## src/rtl/hc161_timer_ctrl_if.sv

```systemverilog
// Control bundle between the timer controller (master) and an HC161-style
// presettable up-counter (slave).
interface hc161_timer_ctrl_if #(
  parameter int WIDTH = 4
);
  // Handshake semantics: there is no valid/ready pair. The controller owns
  // cnt_pe_n/cnt_cep/cnt_cet/cnt_d every cycle. The counter acts on them at the
  // next rising edge: load has priority, then count when cep & cet are both high.
  // cnt_q and cnt_tc show the counter state for the current cycle.
  logic             cnt_pe_n;
  logic             cnt_cep;
  logic             cnt_cet;
  logic [WIDTH-1:0] cnt_d;
  logic [WIDTH-1:0] cnt_q;
  logic             cnt_tc;

  modport master (
    output cnt_pe_n, cnt_cep, cnt_cet, cnt_d,
    input  cnt_q, cnt_tc
  );

  modport slave (
    input  cnt_pe_n, cnt_cep, cnt_cet, cnt_d,
    output cnt_q, cnt_tc
  );
endinterface

```

## src/rtl/hc161_timer_ctrl.sv

```systemverilog
// Programmable one-shot/periodic timer built around an external HC161-style
// counter, with a shadow counter that cross-checks cnt_q every running cycle.
module hc161_timer_ctrl #(
  parameter int WIDTH = 4
) (
  input  logic                 clk,
  input  logic                 mr,
  input  logic                 start,
  input  logic                 mode,
  input  logic [WIDTH-1:0]     period,
  input  logic                 pause,
  input  logic                 stop,
  input  logic                 err_clr,
  hc161_timer_ctrl_if.master   cnt,
  output logic                 busy,
  output logic                 done,
  output logic                 err,
  output logic [1:0]           dbg_state
);

  typedef enum logic [1:0] {
    S_IDLE  = 2'd0,
    S_LOAD  = 2'd1,
    S_RUN   = 2'd2,
    S_FAULT = 2'd3
  } state_t;

  localparam logic [WIDTH-1:0] ONE = {{(WIDTH-1){1'b0}}, 1'b1};

  state_t           state_q;
  logic             mode_q;
  logic [WIDTH-1:0] period_q;
  logic [WIDTH-1:0] shadow_q;
  logic             done_q;
  logic             err_q;

  logic [WIDTH-1:0] preset;
  logic             in_run;
  logic             wrap;
  logic             reload;
  logic             mismatch;

  // (M - N) mod M is just the two's complement of N; N = 0 gives 0 (M clocks).
  assign preset   = -period_q;
  assign in_run   = (state_q == S_RUN);
  assign wrap     = in_run & cnt.cnt_tc & ~pause & ~stop;
  assign reload   = wrap & mode_q;
  assign mismatch = (cnt.cnt_q != shadow_q);

  // Reload is combinational so the counter reloads on the very edge it would
  // otherwise roll over, keeping the period exactly N clocks.
  assign cnt.cnt_pe_n = ~((state_q == S_LOAD) | reload);
  assign cnt.cnt_cep  = in_run & ~pause;
  assign cnt.cnt_cet  = in_run;
  assign cnt.cnt_d    = ((state_q == S_LOAD) | in_run) ? preset : '0;

  assign busy      = (state_q == S_LOAD) | in_run;
  assign done      = done_q;
  assign err       = err_q;
  assign dbg_state = state_q;

  always_ff @(posedge clk or negedge mr) begin
    if (!mr) begin
      state_q  <= S_IDLE;
      mode_q   <= 1'b0;
      period_q <= '0;
      shadow_q <= '0;
      done_q   <= 1'b0;
      err_q    <= 1'b0;
    end else begin
      done_q <= 1'b0;
      case (state_q)
        S_IDLE: begin
          if (start) begin
            mode_q   <= mode;
            period_q <= period;
            state_q  <= S_LOAD;
          end
        end
        S_LOAD: begin
          if (stop) begin
            state_q <= S_IDLE;
          end else begin
            shadow_q <= preset;
            state_q  <= S_RUN;
          end
        end
        S_RUN: begin
          // stop outranks everything, including a coincident wrap.
          if (stop) begin
            state_q <= S_IDLE;
          end else if (mismatch) begin
            err_q   <= 1'b1;
            state_q <= S_FAULT;
          end else if (wrap) begin
            done_q <= 1'b1;
            if (mode_q) begin
              shadow_q <= preset;
            end else begin
              state_q <= S_IDLE;
            end
          end else if (!pause) begin
            shadow_q <= shadow_q + ONE;
          end
        end
        S_FAULT: begin
          if (err_clr) begin
            err_q   <= 1'b0;
            state_q <= S_IDLE;
          end
        end
        default: state_q <= S_IDLE;
      endcase
    end
  end

endmodule
```

## src/flat_wrapper.sv

```systemverilog
// flat-port wrapper written by rule: the top's interface ports become plain ports
module hc161_timer_ctrl_flat 
#(
  parameter int WIDTH = 4
)
  (clk, mr, start, mode, period, pause, stop, err_clr, busy, done, err, dbg_state, cnt_cnt_pe_n, cnt_cnt_cep, cnt_cnt_cet, cnt_cnt_d, cnt_cnt_q, cnt_cnt_tc);
  hc161_timer_ctrl_if #(.WIDTH(WIDTH)) cnt_i ();
  input  logic clk;
  input  logic mr;
  input  logic start;
  input  logic mode;
  input  logic [WIDTH-1:0] period;
  input  logic pause;
  input  logic stop;
  input  logic err_clr;
  output logic busy;
  output logic done;
  output logic err;
  output logic [1:0] dbg_state;
  output wire logic [$bits(cnt_i.cnt_pe_n)-1:0] cnt_cnt_pe_n;
  output wire logic [$bits(cnt_i.cnt_cep)-1:0] cnt_cnt_cep;
  output wire logic [$bits(cnt_i.cnt_cet)-1:0] cnt_cnt_cet;
  output wire logic [$bits(cnt_i.cnt_d)-1:0] cnt_cnt_d;
  input wire logic [$bits(cnt_i.cnt_q)-1:0] cnt_cnt_q;
  input wire logic [$bits(cnt_i.cnt_tc)-1:0] cnt_cnt_tc;
  assign cnt_cnt_pe_n = cnt_i.cnt_pe_n;
  assign cnt_cnt_cep = cnt_i.cnt_cep;
  assign cnt_cnt_cet = cnt_i.cnt_cet;
  assign cnt_cnt_d = cnt_i.cnt_d;
  assign cnt_i.cnt_q = cnt_cnt_q;
  assign cnt_i.cnt_tc = cnt_cnt_tc;
  hc161_timer_ctrl #(.WIDTH(WIDTH)) u_core (.clk(clk), .mr(mr), .start(start), .mode(mode), .period(period), .pause(pause), .stop(stop), .err_clr(err_clr), .cnt(cnt_i), .busy(busy), .done(done), .err(err), .dbg_state(dbg_state));
endmodule
```

## config.mk

```make
export PLATFORM = sky130hd
export DESIGN_NAME = hc161_timer_ctrl_flat
export DESIGN_NICKNAME = d
export VERILOG_FILES = /design/src/rtl/hc161_timer_ctrl_if.sv /design/src/rtl/hc161_timer_ctrl.sv /design/src/flat_wrapper.sv
export SDC_FILE = /design/constraint.sdc
export NUM_CORES = 1
export LEC_CHECK = 0
export ABC_AREA = 1
export CORE_MARGIN = 2
export CORE_UTILIZATION = 55
export DETAILED_ROUTE_END_ITERATION = 16
export DONT_BUFFER_PORTS = 1
export PLACE_DENSITY_LB_ADDON = 0.2
export SETUP_SLACK_MARGIN = 0.4
export SLEW_MARGIN = 20
export SYNTH_ARGS = -nofsm -noshare
export SYNTH_HDL_FRONTEND = slang
export SYNTH_SLANG_ARGS = --single-unit
```

## constraint.sdc

```tcl
create_clock -name clk -period 2 [get_ports clk]
set_clock_uncertainty 0.05 [all_clocks]
set_input_delay 0.3 -clock clk [delete_from_list [all_inputs] [get_ports clk]]
set_output_delay 0.3 -clock clk [all_outputs]
set_load 0.02 [all_outputs]
```

### Word level (Yosys, flattened, before mapping)

Cells that the tools add are included.

| operators by class | value |
|---|---|
| reductions and logical operators | 7 |
| eq/ne operators | 14 |
| add/subtract/negate cells | 2 |
| bitwise logic cells | 10 |
| muxes and demuxes | 24 |

Operators by type and width:

| kind | number |
|---|---|
| $mux W4 | 7 |
| $mux W2 | 7 |
| $ne A2 B2 Y1 const B | 6 |
| $ne A4 B4 Y1 const B | 2 |
| $pmux W2 S4 | 1 |
| $pmux W4 S2 | 1 |
| $reduce_and A4 Y1 | 2 |
| $mux W1 | 7 |
| $reduce_and A6 Y1 | 1 |
| $and A1 B1 Y1 | 5 |
| $add A4 B1 Y4 const B | 1 |
| $eq A2 B2 Y1 const B | 2 |
| $ne A4 B4 Y1 | 1 |
| $neg A4 Y4 | 1 |
| $reduce_bool A2 Y1 | 2 |
| $ne A3 B2 Y1 const B | 1 |
| $ne A3 B3 Y1 const B | 1 |
| $not A1 Y1 | 3 |
| $eq A2 B1 Y1 const B | 1 |
| $logic_not A2 Y1 | 1 |
| $or A1 B1 Y1 | 2 |
| $pmux W1 S2 | 1 |
| $reduce_and A2 Y1 | 1 |

| word-level totals | value |
|---|---|
| logic and storage cells | 63 |
| output and inout bits | 12 |
| register bits | 13 |

### Depth between registers and ports, before layout

| logic depth | value |
|---|---|
| depth after elaboration | 8 |
| depth in mapped cells | 11 |
| gate-level depth less buffers | 10 |

### Worst setup path before layout

OpenSTA, ideal clock, no wires.

| path | value |
|---|---|
| path type | register to output |
| from | reg u_core.state_q[0] (netlist: u_core.dbg_state[0]) |
| to | out cnt_cnt_pe_n |
| buffers on the path | 1 |
| cell stages (with the launch flop) | 9 |
| slack | 0.076 ns |
| arrival time | 1.574 ns |
| data required time | 1.650 ns |
| path through | dfrtp_1 inv_1 ha_1 buf_6 nand2_4 inv_2 nand2_4 o21ai_0 inv_1 |

| on the way | value |
|---|---|
| longest elaborated chain between the ends | 7 |

RTL lines:

| item | RTL line | RTL |
|---|---|---|
| from (decl) | hc161_timer_ctrl.sv:30 | `state_t state_q;` |
| from (signal assigned) | hc161_timer_ctrl.sv:64 | `state_q <= S_IDLE;` |
| from (signal assigned) | hc161_timer_ctrl.sv:77 | `state_q <= S_LOAD;` |
| from (signal assigned) | hc161_timer_ctrl.sv:82 | `state_q <= S_IDLE;` |
| $eq A2 B2 Y1 | hc161_timer_ctrl.sv:45 | `assign in_run = (state_q == S_RUN);` |
| via cnt_cnt_cet | flat_wrapper.sv:22 | `output wire logic [$bits(cnt_i.cnt_cet)-1:0] cnt_cnt_cet;` |
| $and A1 B1 Y1 (3 in series) | hc161_timer_ctrl.sv:46 | `assign wrap = in_run & cnt.cnt_tc & ~pause & ~stop;` |
| $and A1 B1 Y1 | hc161_timer_ctrl.sv:47 | `assign reload = wrap & mode_q;` |
| $or A1 B1 Y1 | hc161_timer_ctrl.sv:52 | `assign cnt.cnt_pe_n = ~((state_q == S_LOAD) \| reload);` |
| $not A1 Y1 | hc161_timer_ctrl.sv:52 |  |
| to (decl) | flat_wrapper.sv:20 | `output wire logic [$bits(cnt_i.cnt_pe_n)-1:0] cnt_cnt_pe_n;` |

The timed path passes the listed nets, and every way through them passes these cells.

### Worst setup path after layout

Ends and elaborated chain as after synthesis.

==> reports/summary.txt <==
Yosys warnings = 0
Number of global-route vias before repair = 830
Reg2reg end = u_core.dbg_state[1]
Critical Path Slowest Stage Cell = dfrtp_2
Detailed Route WL = 2270 um
Lkg Pwr = 0.673 nW
I/O Buffers = 0
Die Y = 47.4 um
Status = complete, no violations
Worst hold stages = 2
Final Hold Viols = 0
Critical hold path startpoint = period[3]
Sink of the worst hold path = u_core.period_q[3]
Worst-skew pair later-pin latency = 0.28 ns
Post-synthesis register bit count = 13
Fin. max-slew vios = 0
Nets = 183
Final ANT Viol Nets = 0
Fillers = 134
Crit path max-delay family = flip-flops
Pwr Density = 1720 mW/mm^2
Ant diodes = 0
CP Buf/Inv Count = 3
Critical path type = flip-flop to output port
Syn Inst Count = 148
Final GP Congestion = 0.862
Crit Reg-Reg Startpoint = u_core.dbg_state[0]
Post-synthesis sequential area ratio = 31.4%
Worst rel slew slack = 59.4%
Hold WC Path Type = primary input to flip-flop
Worst path max stage delay = 0.50 ns
Synthesized area = 0.00104 sq mm
Final hold slack = 0.122 ns
Average wire per standard cell = 12.3 um
Root buffer cell = clkbuf_4
Syn nets = 171
Worst setup SP type = flip-flop
Die X = 47.4 um
Final Power = 2.13 mW
# setup viols final = 0
I/O pin total = 28
First-pass GRT wire length = 3620 um
Setup TNS Final = 0 ns
Final core utilization = 71.0%
RSZ-0062 raised after global routing = true
Register-to-Register Path Depth = 10
DRC viols = 0
Fin crit share = 93.5%
Dpl hpwl = 1700 um
Average cell area after synthesis = 7.01 sq um
First-pass DRT Iterations = 4
Gr ovfl total = 0
Area Overhead vs Synth = 19.4%
Worst path arrival time = 1.52 ns
Largest net degree at the start of global routing = 14
CP max FO = 7
Required time worst endpoint = 1.65 ns
Critical path endpoint category = output port
Synth area leader = dfrtp_1
Initial drt markers = 21
Initial antenna violation count = 0
Inserted Clock Buffers = 3
Critical path cell sequence = inv_4, ha_4, nand2_4, inv_4, nand2_4, o21ai_2, inv_2
Max rail drop VDD = 1.33 mV
Max Cap Viol = 0
Die area = 0.00225 sq mm
Core Area = 0.00175 sq mm
Initial core utilization = 59.4%
Row cnt = 15
Max frequency = 535 MHz
H-tree depth = 1
Vias per Instance = 5.05
Synth top area share = 31.4%
Post-synth cell types = 20
Crit path time final = 1.87 ns
GRT Resource Usage Total = 23.9%
Top cells by area, synth = dfrtp_1 31%, nand2_1 17%, inv_1 9.8%
Share of layout cells above drive strength 1 = 26.4%
TritonCTS clock tree = built
Clk sinks = 13
Slew @ Worst Pin = 0.607 ns
CTS clk-pin slew, worst paths = 0.08 ns
CTS max path bufs = 2
Setup slack, reg-to-reg = 0.25 ns
Routed via count = 930
-- repair_timing --
item / in CTS / in global routing
setup endpoints to repair: 13 / 14
gates cloned: 0 / 0
resized for setup: 17 / 2
hold endpoints to repair: 13 / 0
buffers inserted: 7 / 0
pin swaps: 5 / 5
hold buffers: 1 / 0
-- worst reg2reg max path: cells and delay by family (launching register included) --
kind	cells	cell delay (ns)
and+or+nand+nor	6	0.47
AOI/OAI and AO/OA	1	0.13
buffers and inverters	2	0.26
adders and majority gates	1	0.24
DFF	1	0.50
-- power by group --
part	switching (mW)	internal, mW	leakage, nW
Combinational	0.894	0.515	0.505
Clock	0.0917	0.0776	0.0150
Sequential	0.165	0.385	0.153
Total	1.15	0.978	0.673
-- Yosys cell counts, drive strengths merged --
library cell / count
ha: 7
nand2: 53
dfrtp: 13
nand4: 6
nand3: 10
xor2: 1
a21oi: 9
o22ai: 1
xnor2: 1
o21ai: 4
inv: 29
nor2: 13
buf: 1
-- cells by family (layout without fill, tap and decap cells) --
kind of cell	Yosys count	after routing	share of synthesized area, %
AO/OA/AOI/OAI	14	14	7.96
XOR/XNOR	2	2	1.69
adder cells (fa/ha/maj)	7	7	8.44
buffers and inverters	30	41	11.6
flip-flops	13	13	31.4
AND/OR/NAND/NOR	82	82	39.0
-- worst max path at each step --
stage	end	slack, ns	depth (start not counted)	startpoint
detailed placement	cnt_cnt_pe_n	0.30	7	u_core.dbg_state[0]
floorplan	cnt_cnt_pe_n	0.35	8	u_core.dbg_state[0]
global route	cnt_cnt_pe_n	0.06	7	u_core.dbg_state[0]
finish	cnt_cnt_pe_n	0.13	7	u_core.dbg_state[0]
CTS	cnt_cnt_pe_n	0.11	7	u_core.dbg_state[0]
global placement	cnt_cnt_pe_n	0.33	7	u_core.dbg_state[0]
-- layout make-up --
cell class	instances	area, sq um	share of cell area [%]
sequential	13	328	26.5
inverter	29	121	9.80
tap	25	31.3	2.53
multi-input combinational	105	672	54.2
clock buffer	4	26.3	2.12
timing repair buffer	8	60.1	4.85
-- per-layer routing --
| metal | up-vias | part of all wire, % | GRT usage (%) |
|---|---|---|---|
| li1 | 481 | - | - |
| met4 | 0 | 1.9 | 11.7 |
| met3 | 5 | 4.5 | 3.77 |
| met5 | - | 0 | 0 |
| met2 | 22 | 52 | 43.5 |
| met1 | 422 | 41 | 26.9 |
-- cells in the final DEF, fill, tap and decap left out, drive strengths merged --
master / n
a21oi: 9
buf: 7
clkbuf: 4
dfrtp: 13
dlygate4sd3: 1
ha: 7
inv: 29
nand2: 53
nand3: 10
nand4: 6
nor2: 13
o21ai: 4
o22ai: 1
xnor2: 1
xor2: 1
-- registers in the layout, indices dropped and copies added (netlist names) --
name	count
u_core.err	1
u_core.shadow_q	4
u_core.period_q	4
u_core.done	1
u_core.dbg_state	2
u_core.mode_q	1
-- through the flow --
stage                     worst slack (ns)  std cells  instance area [sq um]
after global placement               0.331        172                   1100
after detailed placement             0.300        172                   1100
after global routing                0.0637        184                   1240
after floorplan                      0.351        148                   1080
final                                0.131        184                   1240
after CTS                            0.114        184                   1230
No activity file was read; power rests on OpenSTA's default activity.
